==> src/rtl/plot_arbiter_if.sv <==
// plot_arbiter_if: request/grant and VGA pixel bus between the box plotters
// and plot_arbiter.
//   master : requester side (drives req/req_x/req_y/req_colour, sees ack/done
//            and the VGA pixel outputs)
//   slave  : arbiter side (the reverse)
// Per-source fields are packed: source i occupies x[8i+7:8i], y[7i+6:7i],
// colour[3i+2:3i]. Source 0 = player, 1 = CPU, 2 = eraser.
interface plot_arbiter_if;
  logic [2:0]  req;
  logic [23:0] req_x;
  logic [20:0] req_y;
  logic [8:0]  req_colour;
  logic [2:0]  ack;
  logic [2:0]  done;
  logic        busy;
  logic [7:0]  vga_x;
  logic [6:0]  vga_y;
  logic [2:0]  vga_colour;
  logic        vga_plot;

  modport master (
    output req, req_x, req_y, req_colour,
    input  ack, done, busy, vga_x, vga_y, vga_colour, vga_plot
  );

  modport slave (
    input  req, req_x, req_y, req_colour,
    output ack, done, busy, vga_x, vga_y, vga_colour, vga_plot
  );
endinterface

==> src/rtl/plot_arbiter.sv <==
// plot_arbiter: shares one VGA pixel-write port among three box plotters
// (player, CPU, eraser). One request is granted at a time; the granted
// top-left corner is swept over a BOX_W x BOX_H pixel box, then done pulses.
//
// Ports:
//   clk     : system clock, rising edge
//   resetn  : synchronous active-low reset
//   bus     : plot_arbiter_if.slave (req/x/y/colour in; ack/done/busy and
//             vga_x/vga_y/vga_colour/vga_plot out, all registered)
//
// Build option:
//   PLOT_ARB_FIXED_PRIO_EN : fixed priority eraser > player > CPU.
//   Undefined (default)    : round-robin starting after the last grant.
module plot_arbiter #(
  parameter int BOX_W = 4,
  parameter int BOX_H = 2
) (
  input  logic          clk,
  input  logic          resetn,
  plot_arbiter_if.slave bus
);

  typedef enum logic {IDLE, DRAW} state_e;

  localparam logic [3:0] CX_LAST = 4'(BOX_W - 1);
  localparam logic [3:0] CY_LAST = 4'(BOX_H - 1);

  state_e      state_q, state_d;
  logic [3:0]  cx_q, cx_d, cy_q, cy_d;
  logic [7:0]  bx_q, bx_d;
  logic [6:0]  by_q, by_d;
  logic [1:0]  g_q, g_d;
  logic [2:0]  ack_q, ack_d, done_q, done_d;
  logic        busy_q, busy_d;
  logic [7:0]  vx_q, vx_d;
  logic [6:0]  vy_q, vy_d;
  logic [2:0]  col_q, col_d;
  logic        plot_q, plot_d;

  logic [1:0]  gnt;
  logic [7:0]  sel_x;
  logic [6:0]  sel_y;
  logic [2:0]  sel_col;

`ifdef PLOT_ARB_FIXED_PRIO_EN
  always_comb begin
    if (bus.req[2])      gnt = 2'd2;
    else if (bus.req[0]) gnt = 2'd0;
    else                 gnt = 2'd1;
  end
`else
  logic [1:0] last_q, last_d;

  // Search order starts one past the last granted source.
  function automatic logic [1:0] rr_pick(input logic [2:0] r, input logic [1:0] last);
    logic [1:0] o0, o1, o2;
    case (last)
      2'd0:    begin o0 = 2'd1; o1 = 2'd2; o2 = 2'd0; end
      2'd1:    begin o0 = 2'd2; o1 = 2'd0; o2 = 2'd1; end
      default: begin o0 = 2'd0; o1 = 2'd1; o2 = 2'd2; end
    endcase
    if (r[o0])      return o0;
    else if (r[o1]) return o1;
    else            return o2;
  endfunction

  always_comb gnt = rr_pick(bus.req, last_q);
`endif

  always_comb begin
    case (gnt)
      2'd1:    begin sel_x = bus.req_x[15:8];  sel_y = bus.req_y[13:7];  sel_col = bus.req_colour[5:3]; end
      2'd2:    begin sel_x = bus.req_x[23:16]; sel_y = bus.req_y[20:14]; sel_col = bus.req_colour[8:6]; end
      default: begin sel_x = bus.req_x[7:0];   sel_y = bus.req_y[6:0];   sel_col = bus.req_colour[2:0]; end
    endcase
  end

  always_comb begin
    state_d = state_q;
    cx_d    = cx_q;
    cy_d    = cy_q;
    bx_d    = bx_q;
    by_d    = by_q;
    g_d     = g_q;
    ack_d   = '0;
    done_d  = '0;
    vx_d    = vx_q;
    vy_d    = vy_q;
    col_d   = col_q;
    plot_d  = plot_q;
`ifndef PLOT_ARB_FIXED_PRIO_EN
    last_d  = last_q;
`endif
    case (state_q)
      IDLE: begin
        if (bus.req != 3'b000) begin
          g_d     = gnt;
          bx_d    = sel_x;
          by_d    = sel_y;
          col_d   = sel_col;
          cx_d    = '0;
          cy_d    = '0;
          ack_d   = 3'b001 << gnt;
          vx_d    = sel_x;
          vy_d    = sel_y;
          plot_d  = 1'b1;
          state_d = DRAW;
`ifndef PLOT_ARB_FIXED_PRIO_EN
          last_d  = gnt;
`endif
        end
      end
      DRAW: begin
        if (cx_q == CX_LAST && cy_q == CY_LAST) begin
          // Last pixel has had its cycle on the bus.
          plot_d  = 1'b0;
          done_d  = 3'b001 << g_q;
          state_d = IDLE;
        end else begin
          if (cx_q == CX_LAST) begin
            cx_d = '0;
            cy_d = cy_q + 4'd1;
          end else begin
            cx_d = cx_q + 4'd1;
          end
          // Coordinates wrap naturally at 256 / 128; no clipping.
          vx_d = bx_q + {4'd0, cx_d};
          vy_d = by_q + {3'd0, cy_d};
        end
      end
      default: state_d = IDLE;
    endcase
    busy_d = (state_d == DRAW);
  end

  always_ff @(posedge clk) begin
    if (!resetn) begin
      state_q <= IDLE;
      cx_q    <= '0;
      cy_q    <= '0;
      bx_q    <= '0;
      by_q    <= '0;
      g_q     <= '0;
      ack_q   <= '0;
      done_q  <= '0;
      busy_q  <= 1'b0;
      vx_q    <= '0;
      vy_q    <= '0;
      col_q   <= '0;
      plot_q  <= 1'b0;
`ifndef PLOT_ARB_FIXED_PRIO_EN
      last_q  <= 2'd2;
`endif
    end else begin
      state_q <= state_d;
      cx_q    <= cx_d;
      cy_q    <= cy_d;
      bx_q    <= bx_d;
      by_q    <= by_d;
      g_q     <= g_d;
      ack_q   <= ack_d;
      done_q  <= done_d;
      busy_q  <= busy_d;
      vx_q    <= vx_d;
      vy_q    <= vy_d;
      col_q   <= col_d;
      plot_q  <= plot_d;
`ifndef PLOT_ARB_FIXED_PRIO_EN
      last_q  <= last_d;
`endif
    end
  end

  assign bus.ack        = ack_q;
  assign bus.done       = done_q;
  assign bus.busy       = busy_q;
  assign bus.vga_x      = vx_q;
  assign bus.vga_y      = vy_q;
  assign bus.vga_colour = col_q;
  assign bus.vga_plot   = plot_q;

endmodule
==> src/flat_wrapper.sv <==
// flat-port wrapper written by rule: the top's interface ports become plain ports
module plot_arbiter_flat 
#(
  parameter int BOX_W = 4,
  parameter int BOX_H = 2
)
  (clk, resetn, bus_req, bus_req_x, bus_req_y, bus_req_colour, bus_ack, bus_done, bus_busy, bus_vga_x, bus_vga_y, bus_vga_colour, bus_vga_plot);
  plot_arbiter_if bus_i ();
  input  logic clk;
  input  logic resetn;
  input wire logic [$bits(bus_i.req)-1:0] bus_req;
  input wire logic [$bits(bus_i.req_x)-1:0] bus_req_x;
  input wire logic [$bits(bus_i.req_y)-1:0] bus_req_y;
  input wire logic [$bits(bus_i.req_colour)-1:0] bus_req_colour;
  output wire logic [$bits(bus_i.ack)-1:0] bus_ack;
  output wire logic [$bits(bus_i.done)-1:0] bus_done;
  output wire logic [$bits(bus_i.busy)-1:0] bus_busy;
  output wire logic [$bits(bus_i.vga_x)-1:0] bus_vga_x;
  output wire logic [$bits(bus_i.vga_y)-1:0] bus_vga_y;
  output wire logic [$bits(bus_i.vga_colour)-1:0] bus_vga_colour;
  output wire logic [$bits(bus_i.vga_plot)-1:0] bus_vga_plot;
  assign bus_i.req = bus_req;
  assign bus_i.req_x = bus_req_x;
  assign bus_i.req_y = bus_req_y;
  assign bus_i.req_colour = bus_req_colour;
  assign bus_ack = bus_i.ack;
  assign bus_done = bus_i.done;
  assign bus_busy = bus_i.busy;
  assign bus_vga_x = bus_i.vga_x;
  assign bus_vga_y = bus_i.vga_y;
  assign bus_vga_colour = bus_i.vga_colour;
  assign bus_vga_plot = bus_i.vga_plot;
  plot_arbiter #(.BOX_W(BOX_W), .BOX_H(BOX_H)) u_core (.clk(clk), .resetn(resetn), .bus(bus_i));
endmodule
==> config.mk <==
export PLATFORM = sky130hd
export DESIGN_NAME = plot_arbiter_flat
export DESIGN_NICKNAME = d
export VERILOG_FILES = /design/src/rtl/plot_arbiter_if.sv /design/src/rtl/plot_arbiter.sv /design/src/flat_wrapper.sv
export SDC_FILE = /design/constraint.sdc
export NUM_CORES = 1
export LEC_CHECK = 0
export BUFFER_PORTS_ARGS = -buffer_cell sky130_fd_sc_hd__buf_2
export CORE_MARGIN = 4
export CORE_UTILIZATION = 56
export CTS_BUF_LIST = sky130_fd_sc_hd__clkbuf_16
export CTS_CLUSTER_SIZE = 8
export DETAILED_ROUTE_END_ITERATION = 10
export PLACE_DENSITY = 0.91
export SYNTH_ARGS = -nofsm -noshare
export SYNTH_HDL_FRONTEND = slang
export SYNTH_SLANG_ARGS = --single-unit
==> constraint.sdc <==
create_clock -name clk -period 8.4 [get_ports clk]
set_input_delay 1.68 -clock clk [delete_from_list [all_inputs] [get_ports clk]]
set_output_delay 1.68 -clock clk [all_outputs]
set_load 0.01 [all_outputs]
==> results.md <==
* Run status: finished, final reports clean
* CP startpoint: bus_req[0]
* M3 GR Usage at 0.0527
* Worst rel slew slack at 0.411
* Initial core utilization at 0.578
* Max VDD drop at 0.110 mV
* Met1 capacity usage during global routing at 0.331
* DIE WIDTH at 80.6 µm
* CTS buffer count at 5
* Gr ovfl total at 0
* Global placement routability congestion at 0.872
* Pre-CTS setup slack at 4.06 ns
* CP Capture Type: flop
* Dominant synthesized flop cell: dfxtp_1
* Routed wire per std cell at 16.2 µm
* Finished Layout Cells at 508
* Die Area at 6500 µm²
* Pre-antenna DRT Iters at 7
* Max-slew violations at 0
* Crit path DAT at 4.27 ns
* Vias at 3092
* Slew @ Worst Pin at 0.883 ns
* Via-to-Cell Ratio at 6.09
* Fin. Hold Viols at 0
* NetSw at 209 µW
* Final setup fails at 0
* CTS tree: yes
* Core Area at 5110 µm²
* CTS clk-pin slew, worst paths at 0.07 ns
* Startpoint types: primary input
* Clock network power share at 0.329
* Overall Power at 687 µW
* Synthesized area per cell at 8.01 µm²
* First-pass GRT wire length at 13400 µm
* RSZ-0062 raised after global routing: no
* Max frequency at 245 MHz
* PostCTS Resize Cnt at 0
* Leak at 1.57 nW
* Sequential Power Share at 0.421
* Rows at 26
* Number of synthesized flops with an enable pin at 0
* Crit-path max cell delay at 0.92 ns
* Share of layout cells above drive strength 1 at 0.240
* Crit Path Category: primary input to flop
* Internal power at 478 µW
* Clock sink total at 52
* Nets at 510
* Seq/Total Area, Yosys at 0.352
* Most frequent cells in the layout: buf_2, nand2_1, dfxtp_1
* Cells along the critical path: buf_2, or3b_2, a21oi_1, a31oi_1, ha_1, a221oi_1, o311ai_0, nor3_1, o31ai_1
* Number of antenna violations at the first check in global routing at 0
* Fin crit period at 4.08 ns
* R2r startpoint: u_core.last_q[0]$_SDFFE_PN0P_
* Fin worst setup slack at 4.32 ns
* Logic pwr share at 0.250
* Clock root buffer: clkbuf_16
* Cell Area, Synth at 2950 µm²
* GRT met2 Usage at 0.433
* TNS Setup at 0 ns
* Max Cap Viol at 0
* # H-tree levels at 2
* HPWL Detailed at 5960 µm
* Distinct cells, synth at 56
* GRT busiest layer: met2
* DRT Wirelength at 8240 µm
* Buf/Inv on CP at 1
* Syn Nets at 442
* PwrDens at 194 nW/µm²
* Post-CTS setup buffer count at 0
* Top Ports at 85
* Largest net degree at the start of global routing at 37
* DP Cell Count at 500
* Die Y-Extent at 80.6 µm
* CP required at 8.60 ns
* Vias in the first global route at 2947
* P&R area growth vs syn at 19.8%
* Placed cell areas at 3380 µm²
* # DRC at 0
* HP Class: flop to flop
* Slowest cell on the critical path: ha_1
* Post-Syn Instances at 369
* CP Max Fanout at 36
* Synth Warn # at 0
* Final instance area at 3540 µm²
* Hold_sp: u_core.bus.vga_colour[0]$_SDFFE_PN0P_
* Clk_skew at 0.00389 ns
* Clk_lat worst skew at 0.29 ns
* Synthesized flop and latch total at 52
* Clock Path Buffers at 2
* Async S/R FF share, synth at 0
* ANT cells at 0
* IO buf count at 84
* Iter 0 DRT Violations at 264
* Final antenna-violating net count at 0
* Commonest non-fill, non-tap cell in the layout: buf_2
* Hold_buf cts at 0
* Switching Fraction at 0.304
* CP top delay family: compound AO/OA/AOI/OAI gates
* Tot GR Track Use at 0.262
* Final Cycle Share at 0.485
-- routing by layer --
metal / wire, µm / vias to the layer above
met3: 722 / 36
met5: 0 / -
met4: 303 / 0
met2: 3770 / 176
met1: 3440 / 1425
li1: - / 1455
-- worst min-delay path: stages, from the launching register on --
cell,delay [ns]
dfxtp_1,0.31
nand2_1,0.05
a21oi_1,0.06
-- metrics by stage --
stage / hold slack (ns) / util
3_5_place_dp: 0.453 / 0.661
3_3_place_gp: 0.443 / 0.661
6_report: 0.460 / 0.693
5_1_grt: 0.493 / 0.693
4_1_cts: 0.463 / 0.693
2_1_floorplan: 0.429 / -
-- registers in the layout (all words and copies together), names as in the netlist --
| name | cells |
|---|---|
| u_core.bus.vga_y | 7 |
| u_core.state_q | 1 |
| u_core.bus.vga_x | 8 |
| u_core.g_q | 1 |
| u_core.cx_q | 4 |
| u_core.bus.done | 3 |
| u_core.cy_q | 4 |
| u_core.bx_q | 8 |
| u_core.by_q | 7 |
| u_core.bus.vga_plot | 1 |
| u_core.last_q | 2 |
| u_core.bus.ack | 3 |
| u_core.bus.vga_colour | 3 |
-- cells in the mapped netlist (3+ instances only) --
cell type  instances  share of area
a21oi_1           26          0.044
a21o_1             4          0.010
nor2b_1            9          0.019
nand3_1            9          0.015
inv_1             13          0.017
o21ai_0           24          0.041
a31oi_1            4         0.0085
a21boi_0           7          0.018
a311oi_1           4          0.012
dfxtp_1           52           0.35
nor2_1            21          0.027
buf_2              3         0.0051
a22oi_1           19          0.048
clkbuf_1          19          0.024
xnor2_1            6          0.018
or3_1              3         0.0064
ha_1              12          0.051
nand2_1           63          0.080
a211oi_1           3         0.0076
nor3b_1            4          0.010
a221oi_1           4          0.012
nand4_1            3         0.0064
nor3_1            12          0.020
-- cell families after synthesis --
group | share of synthesized area
multiplexers | 0.0106
flip-flops | 0.352
AND/OR/NAND/NOR | 0.220
adder cells (fa/ha/maj) | 0.0682
XOR/XNOR | 0.0419
AO/OA/AOI/OAI | 0.252
buffers and inverters | 0.0546
-- layout make-up --
class / instances / area, µm²
clock inverters: 3 / 38.8
clock buffers: 5 / 125
flip-flops and latches: 52 / 1040
well taps: 70 / 87.6
inverters: 14 / 52.6
fillers: 394 / 1570
repair buffers: 87 / 443
multi-input cells: 277 / 1750
-- final timing paths --
path                                           endpoint  slack (ns)  cells past startpoint
hold reg to reg   u_core.bus.vga_colour[0]$_SDFFE_PN0P_        0.46                      2
setup reg to reg       u_core.bus.vga_y[5]$_SDFFE_PN0P_        5.42                      8
setup / recovery       u_core.bus.vga_y[5]$_SDFFE_PN0P_        4.32                      9
hold / removal    u_core.bus.vga_colour[0]$_SDFFE_PN0P_        0.46                      2
-- power by group through the flow --
stage	clock network, mW	logic (mW)	registers, mW
after global placement	0	0.163	0.292
after global routing	0.237	0.192	0.291
after CTS	0.227	0.170	0.289
final	0.226	0.172	0.289
after detailed placement	0	0.169	0.294
after floorplan	0	0.109	0.296
Power figures use the tool's default switching activity.
